`src/rtl/dec_scan_n.sv`:
```
// Registered N-to-2^N one-hot/one-cold decoder with a direct-select mode and a
// self-stepping scan mode whose per-line dwell time is programmable.
module dec_scan_n #(
  parameter int SEL_W      = 2,
  parameter int DWELL_W    = 8,
  parameter int ACTIVE_LOW = 0
) (
  input  logic                   clk,
  input  logic                   rst_n,
  input  logic                   en,
  input  logic                   mode,
  input  logic [SEL_W-1:0]       s,
  input  logic                   load,
  input  logic [DWELL_W-1:0]     dwell,
  output logic [(2**SEL_W)-1:0]  I,
  output logic [SEL_W-1:0]       idx,
  output logic                   wrap
);

  localparam int OUT_N = 2 ** SEL_W;
  localparam logic [OUT_N-1:0] INACTIVE = (ACTIVE_LOW != 0) ? '1 : '0;

  typedef enum logic [1:0] {
    ST_OFF,
    ST_DIRECT,
    ST_SCAN
  } state_t;

  state_t             state;
  logic [DWELL_W-1:0] dwell_reg;
  logic [DWELL_W-1:0] cnt;
  logic               scan_hold;
  logic [SEL_W-1:0]   idx_nxt;

  assign idx_nxt = idx + SEL_W'(1);

  function automatic logic [OUT_N-1:0] line_of(input logic [SEL_W-1:0] k);
    logic [OUT_N-1:0] v;
    v    = '0;
    v[k] = 1'b1;
    return (ACTIVE_LOW != 0) ? ~v : v;
  endfunction

  // scan_hold remembers that the scan was merely paused by en=0 with mode
  // still 1, so re-enabling resumes rather than restarting at line 0.
  always_ff @(posedge clk or negedge rst_n) begin
    if (!rst_n) begin
      state     <= ST_OFF;
      I         <= INACTIVE;
      idx       <= '0;
      wrap      <= 1'b0;
      dwell_reg <= '0;
      cnt       <= '0;
      scan_hold <= 1'b0;
    end else begin
      if (load)
        dwell_reg <= dwell;
      wrap <= 1'b0;
      if (!en) begin
        state <= ST_OFF;
        I     <= INACTIVE;
        if (!mode)
          scan_hold <= 1'b0;
      end else if (!mode) begin
        state     <= ST_DIRECT;
        I         <= line_of(s);
        idx       <= s;
        cnt       <= '0;
        scan_hold <= 1'b0;
      end else begin
        state     <= ST_SCAN;
        scan_hold <= 1'b1;
        if (state == ST_DIRECT || (state == ST_OFF && !scan_hold)) begin
          idx <= '0;
          cnt <= '0;
          I   <= line_of('0);
        end else if (state == ST_OFF) begin
          I <= line_of(idx);
        end else if (cnt >= dwell_reg) begin
          cnt  <= '0;
          idx  <= idx_nxt;
          I    <= line_of(idx_nxt);
          wrap <= (idx == SEL_W'(OUT_N - 1));
        end else begin
          cnt <= cnt + DWELL_W'(1);
        end
      end
    end
  end

endmodule

```
`config.mk`:
```
export PLATFORM = sky130hd
export DESIGN_NAME = dec_scan_n
export DESIGN_NICKNAME = d
export VERILOG_FILES = /design/src/rtl/dec_scan_n.sv
export SDC_FILE = /design/constraint.sdc
export NUM_CORES = 1
export LEC_CHECK = 0
export ABC_AREA = 1
export ABC_CLOCK_PERIOD_IN_PS = 1500
export CAP_MARGIN = 40
export CORE_MARGIN = 1
export CORE_UTILIZATION = 51
export CTS_BUF_LIST = sky130_fd_sc_hd__clkbuf_2 sky130_fd_sc_hd__clkbuf_4 sky130_fd_sc_hd__clkbuf_8
export DETAILED_ROUTE_END_ITERATION = 10
export PLACE_DENSITY = 0.78
export SYNTH_ARGS = -nofsm -noshare
export SYNTH_HDL_FRONTEND = slang
export SYNTH_SLANG_ARGS = --single-unit
```
`constraint.sdc`:
```
create_clock -name clk -period 1.5 [get_ports clk]
set_input_delay 0.3 -clock clk [delete_from_list [all_inputs] [get_ports clk]]
set_output_delay 0.3 -clock clk [all_outputs]
set_load 0.02 [all_outputs]
```
==> results of run 1 <==
==> per-layer routing <==
layer / vias to the layer above / part of all wire (%)
met5: - / 0
met3: 10 / 2.6
met4: 0 / 2.4
met2: 22 / 51
met1: 659 / 44
li1: 720 / -
==> layout make-up <==
cell class | instances | area (sq um) | share of cell area (%)
inverters | 30 | 120 | 5.59
flip-flops and latches | 26 | 652 | 30.4
well taps | 31 | 38.8 | 1.81
clock buffers | 3 | 22.5 | 1.05
repair buffers | 41 | 359 | 16.7
multi-input cells | 139 | 955 | 44.5
==> worst max-delay path, stage by stage (launching register included) <==
cell and delay (ps):
dfrtp_1 430, buf_6 120, ha_2 170, nand2_1 60
nor2_2 120, nand4_1 180, o21bai_1 220, o21ai_1 120
nor2_2 80
==> stage by stage <==
| stage | total power [uW] | instances |
|---|---|---|
| after global placement | 1210 | 265 |
| final | 1600 | 270 |
| after CTS | 1530 | 268 |
| after detailed placement | 1230 | 265 |
| after global routing | 1690 | 270 |
| after floorplan | 1040 | 196 |
==> timing repair <==
| action | CTS | global route |
|---|---|---|
| setup buffers | 0 | 2 |
| resized for setup | 21 | 24 |
| pin swaps | 6 | 10 |
| hold buffers | 0 | 0 |
| endpoints found under the setup margin | 20 | 15 |
==> how the worst max path moves through the flow <==
| stage | depth (start not counted) | to |
|---|---|---|
| after detailed placement | 9 | cnt[2] |
| after floorplan | 10 | I[0] |
| after global routing | 8 | cnt[6] |
| after CTS | 8 | cnt[3] |
| final | 8 | cnt[6] |
| after global placement | 9 | cnt[2] |
==> cell usage after synthesis, drive strengths merged, types with 2 or more instances <==
cell,n
a21oi,7
ha,15
nand2,58
nand4,7
nand3,8
a31oi,2
xor2,3
dfrtp,26
nor2,18
inv,30
o21ai,12
==> kinds of logic after synthesis <==
family | synth area share, %
muxes | 0.705
DFF | 40.8
adders and majority gates | 11.8
AOI/OAI and AO/OA | 9.95
xor gates and xnor gates | 1.65
and+or+nand+nor | 27.7
buffers and inverters | 7.45
==> power groups by stage <==
stage | sequential [uW] | combinational (uW) | clock (uW)
4_1_cts | 787 | 444 | 304
6_report | 793 | 500 | 302
5_1_grt | 799 | 560 | 329
3_5_place_dp | 802 | 432 | 0
3_3_place_gp | 798 | 414 | 0
2_1_floorplan | 821 | 223 | 0
==> summary.md, run 1 <==
| Metric | Value |
|---|---|
| Outcome | complete, but fails checks |
| Violated checks | DRC, setup timing |
| First-pass GRT wire length | 5.68 mm |
| Drt pass-1 iters | 7 |
| Dpl cell area | 0.00198 sq mm |
| Core region area | 0.00285 sq mm |
| Initial Util | 56.0% |
| Reg-to-Reg End | cnt[6] |
| Drt total wl | 3.65 mm |
| Reg2Reg Setup Slack | -60 ps |
| Final worst slack | -58.7 ps |
| Met3 GRT Util | 3.13% |
| Synth area leaders | dfrtp_1, nand2_1, ha_1, inv_1, o21ai_0 |
| Internal Power | 1060 uW |
| Max IR drop VDD | 442 uV |
| Clk root buf | clkbuf_4 |
| Worst setup startpoint | cnt[1] |
| Kind of critical path | reg2reg |
| Most common cell after layout, fill and taps aside | nand2_1 |
| Most frequent cells in the layout | nand2_1, dfrtp_1, inv_1 |
| Min Tclk post-route | 1560 ps |
| Post-Synthesis Cell Area | 0.00160 sq mm |
| Syn avg cell area | 8.15 sq um |
| Cell row count | 19 |
| Max Freq | 642 MHz |
| Post-synthesis async set-or-reset flop share | 100% |
| Leading area contributor after synthesis | dfrtp_1 |
| Gr usage total | 22.2% |
| Least-Margin Pin Slew | 333 ps |
| Reg power frac | 49.7% |
| Final setup viols | 3 |
| Gr busiest metal | met2 |
| Layout Skew | 2.73 ps |
| Final core utilization | 75.3% |
| Via count | 1411 |
| Sequential area share after synthesis | 40.8% |
| HPWL after DPL | 2.61 mm |
| CTS H-tree depth | 1 |
| PwrDens | 743 mW/mm^2 |
| Routability cong. | 0.875 |
| GR Layer Usage met2 | 37.4% |
| Crit path required time | 1780 ps |
| Clk slew on worst S/H paths | 130 ps |
| # DRC | 1 |
| Clock latency on the worst-skew pair | 330 ps |
| Startpoint Class | register |
| Yosys warns | 0 |
| Minimum hold slack | 318 ps |
| Inserted Diodes | 0 |
| Worst reg-to-reg path cell count | 8 |
| IO Count | 22 |
| Synth top area share | 40.8% |
| CTS tree | done |
| Fin area | 0.00215 sq mm |
| Die ar. | 0.00336 sq mm |
| Net switching power of the design | 536 uW |
| Vias in the first global route | 1376 |
| Setup TNS | -75.6 ps |
| Layout cells sized above 1 | 28.5% |
| Avg Vias per Cell | 5.23 |
| Slew headroom | 77.8% |
| Cts bufs inserted | 3 |
| Fin. Hold Viols | 0 |
| Area Overhead vs Synth | 34.5% |
| Unrepaired setup endpoints after global routing | true |
| Final Max Slew Viols | 0 |
| Ys flop type | dfrtp_1 |
| Net Count, Synth | 226 |
| Initial antenna violation count | 0 |
| Worst slack, placed | -198 ps |
| Worst r2r src | cnt[1] |
| Max clock buf depth | 2 |
| Max cap viols | 0 |
| Die height | 58.0 microns |
| Post-Syn Instances | 196 |
| Pin count of the biggest net entering global routing | 27 |
| WL/cell | 13.5 microns |
| Final period util | 104% |
| Fill cells | 213 |
| Worst min path class | in2async |
| I/O Buffers | 21 |
| Switching Fraction | 33.6% |
| Routed Antenna Nets | 0 |
| Pleak | 0.00108 uW |
| Clock network power share | 18.9% |
| Post-synth EDFFs | 0 |
| Crit path DAT | 1840 ps |
| Grt ovf | 0 |
| Logic pwr share | 31.3% |
| Crit path max fanout | 3 |
| Sink Count | 26 |
| First-iteration detailed-routing DRC count | 47 |
| Nature of the critical path endpoint | register |
| Register bit count reported by yosys | 26 |
| Final #Nets | 271 |
| Die X | 58.0 microns |
| Unique masters post-synth | 28 |
| Met1 GRT Util | 27.9% |
Note: power is estimated with default switching activity, not from simulation.
==> inputs of run 2 (changes only) <==
--- a/config.mk
+++ b/config.mk
@@ -8,7 +8,7 @@
 export ABC_AREA = 1
 export ABC_CLOCK_PERIOD_IN_PS = 1500
 export CAP_MARGIN = 40
-export CORE_MARGIN = 1
+export CORE_MARGIN = 2
 export CORE_UTILIZATION = 51
 export CTS_BUF_LIST = sky130_fd_sc_hd__clkbuf_2 sky130_fd_sc_hd__clkbuf_4 sky130_fd_sc_hd__clkbuf_8
 export DETAILED_ROUTE_END_ITERATION = 10
==> summary.md, run 2 (synthesized netlist as in run 1, its figures left out) <==
| Metric | Value |
|---|---|
| Worst path bufs/invs | 1 |
| First-pass GRT wire length | 5.55 mm |
| Logic pwr share | 26.5% |
| # hold bufs at CTS | 0 |
| Clock latency on the worst-skew pair | 320 ps |
| IO Count | 22 |
| WL/cell | 11.6 microns |
| Initial antenna violation count | 0 |
| Slew headroom | 77.9% |
| Switching Fraction | 29.4% |
| Fin. Hold Viols | 0 |
| Least-Margin Pin Slew | 332 ps |
| CTS tree | done |
| Layout Skew | 3.15 ps |
| First-iteration detailed-routing DRC count | 37 |
| Final Max Slew Viols | 0 |
| Violated checks | setup timing |
| Clk root buf | clkbuf_4 |
| Met1 GRT Util | 26.0% |
| Final #Nets | 274 |
| Kind of critical path | reg2reg |
| Most common cell after layout, fill and taps aside | nand2_1 |
| Max cap viols | 0 |
| Reg power frac | 45.7% |
| Grt ovf | 0 |
| Placed insts | 270 |
| Max IR drop VDD | 513 uV |
| Cell row count | 20 |
| Via count | 1403 |
| Max Freq | 652 MHz |
| Fill cells | 244 |
| Unrepaired setup endpoints after global routing | true |
| Kind of cell adding the most delay to the critical path | simple AND/OR/NAND/NOR gates |
| Clock network power share | 27.9% |
| Nature of the critical path endpoint | register |
| Startpoint Class | register |
| Gr busiest metal | met2 |
| CP peak stage delay | 400 ps |
| Internal Power | 1220 uW |
| CTS H-tree depth | 1 |
| CP Cell Sequence | inv_2 > ha_4 > a21o_1 > nor2_4 > nand4_4 > nand2_4 > nand2_2 > nor2_2 |
| Crit path max fanout | 5 |
| CP max-delay cell | dfrtp_1 |
| I/O Buffers | 21 |
| Finished Layout Cells | 276 |
| Cts bufs inserted | 3 |
| Avg Vias per Cell | 5.08 |
| Routability cong. | 0.849 |
| Drt pass-1 iters | 4 |
| Max clock buf depth | 2 |
| Crit path DAT | 1800 ps |
| Gr usage total | 20.3% |
| Clk slew on worst S/H paths | 140 ps |
| Final core utilization | 71.7% |
| Drt total wl | 3.20 mm |
| Die height | 60.0 microns |
| Min Tclk post-route | 1530 ps |
| # DRC | 0 |
| Layout cells sized above 1 | 26.3% |
| Overall power | 1720 uW |
| Inserted Diodes | 0 |
| FF/Latch Area | 651 sq um |
| Outcome | complete, but fails checks |
| Worst min path class | in2async |
| Sink Count | 26 |
| Area taken by multi-input logic gates | 912 sq um |
| Routed Antenna Nets | 0 |
| Net switching power of the design | 507 uW |
| Initial Util | 53.2% |
| Setup TNS | -86.7 ps |
| Core region area | 0.00300 sq mm |
| Final period util | 102% |
| Final worst slack | -32.9 ps |
| Die ar. | 0.00359 sq mm |
| Met3 GRT Util | 4.76% |
| Worst slack, placed | -233 ps |
| Most frequent cells in the layout | nand2_1, dfrtp_1, inv_1, buf_4, clkdlybuf4s50_1 |
| GR Layer Usage met2 | 33.5% |
| PwrDens | 801 mW/mm^2 |
| Crit path required time | 1770 ps |
| Die X | 60.0 microns |
| Pleak | 0.00111 uW |
| Final setup viols | 8 |
| Area Overhead vs Synth | 34.8% |
| Pin count of the biggest net entering global routing | 27 |
| HPWL after DPL | 2.41 mm |
| Vias in the first global route | 1382 |
run 2: final cells by class:
class / count / share of cell area (%)
Clock buffer: 3 / 1.05
Clock inverter: 1 / 1.40
Inverter: 30 / 5.47
Multi-Input combinational cell: 139 / 42.4
Sequential cell: 26 / 30.2
Tap cell: 33 / 1.92
Timing Repair Buffer: 44 / 17.6
run 2: final timing paths:
path / startpoint / to / slack, ps / depth (start not counted)
max: dwell_reg[7] / cnt[7] / -30 / 8
min: rst_n / dwell_reg[0] / 320 / 2
max reg2reg: dwell_reg[7] / cnt[7] / -30 / 8
min reg2reg: dwell_reg[1] / dwell_reg[1] / 550 / 2
max in group asynchronous: rst_n / state[0] / 930 / 2
min in group clk: dwell[3] / dwell_reg[3] / 520 / 3
run 2: stage by stage:
| stage | cell area, sq um | hold WS (ps) |
|---|---|---|
| 5_1_grt | 2150 | 345 |
| 3_3_place_gp | 2000 | 506 |
| 6_report | 2150 | 325 |
| 3_5_place_dp | 2000 | 515 |
| 4_1_cts | 2120 | 331 |
| 2_1_floorplan | 1600 | 4.41 |
run 2: timing repair:
item	4_1_cts	5_1_grt
hold endpoints to repair	0	0
pin swaps	4	7
gates resized for setup	20	14
setup buffers	2	0
setup endpoints to repair	21	15
cloned	0	0
run 2: routing by layer:
layer | vias up | part of all wire [%]
met2 | 24 | 48
met4 | 0 | 1.8
met1 | 647 | 48
met5 | - | 0
met3 | 6 | 3.0
li1 | 726 | -
run 2: power by group through the flow:
stage / Combinational [uW] / Clock (uW) / Sequential (uW)
2_1_floorplan: 223 / 0 / 821
3_3_place_gp: 425 / 0 / 798
3_5_place_dp: 434 / 0 / 800
4_1_cts: 442 / 493 / 786
5_1_grt: 515 / 516 / 794
6_report: 456 / 480 / 787
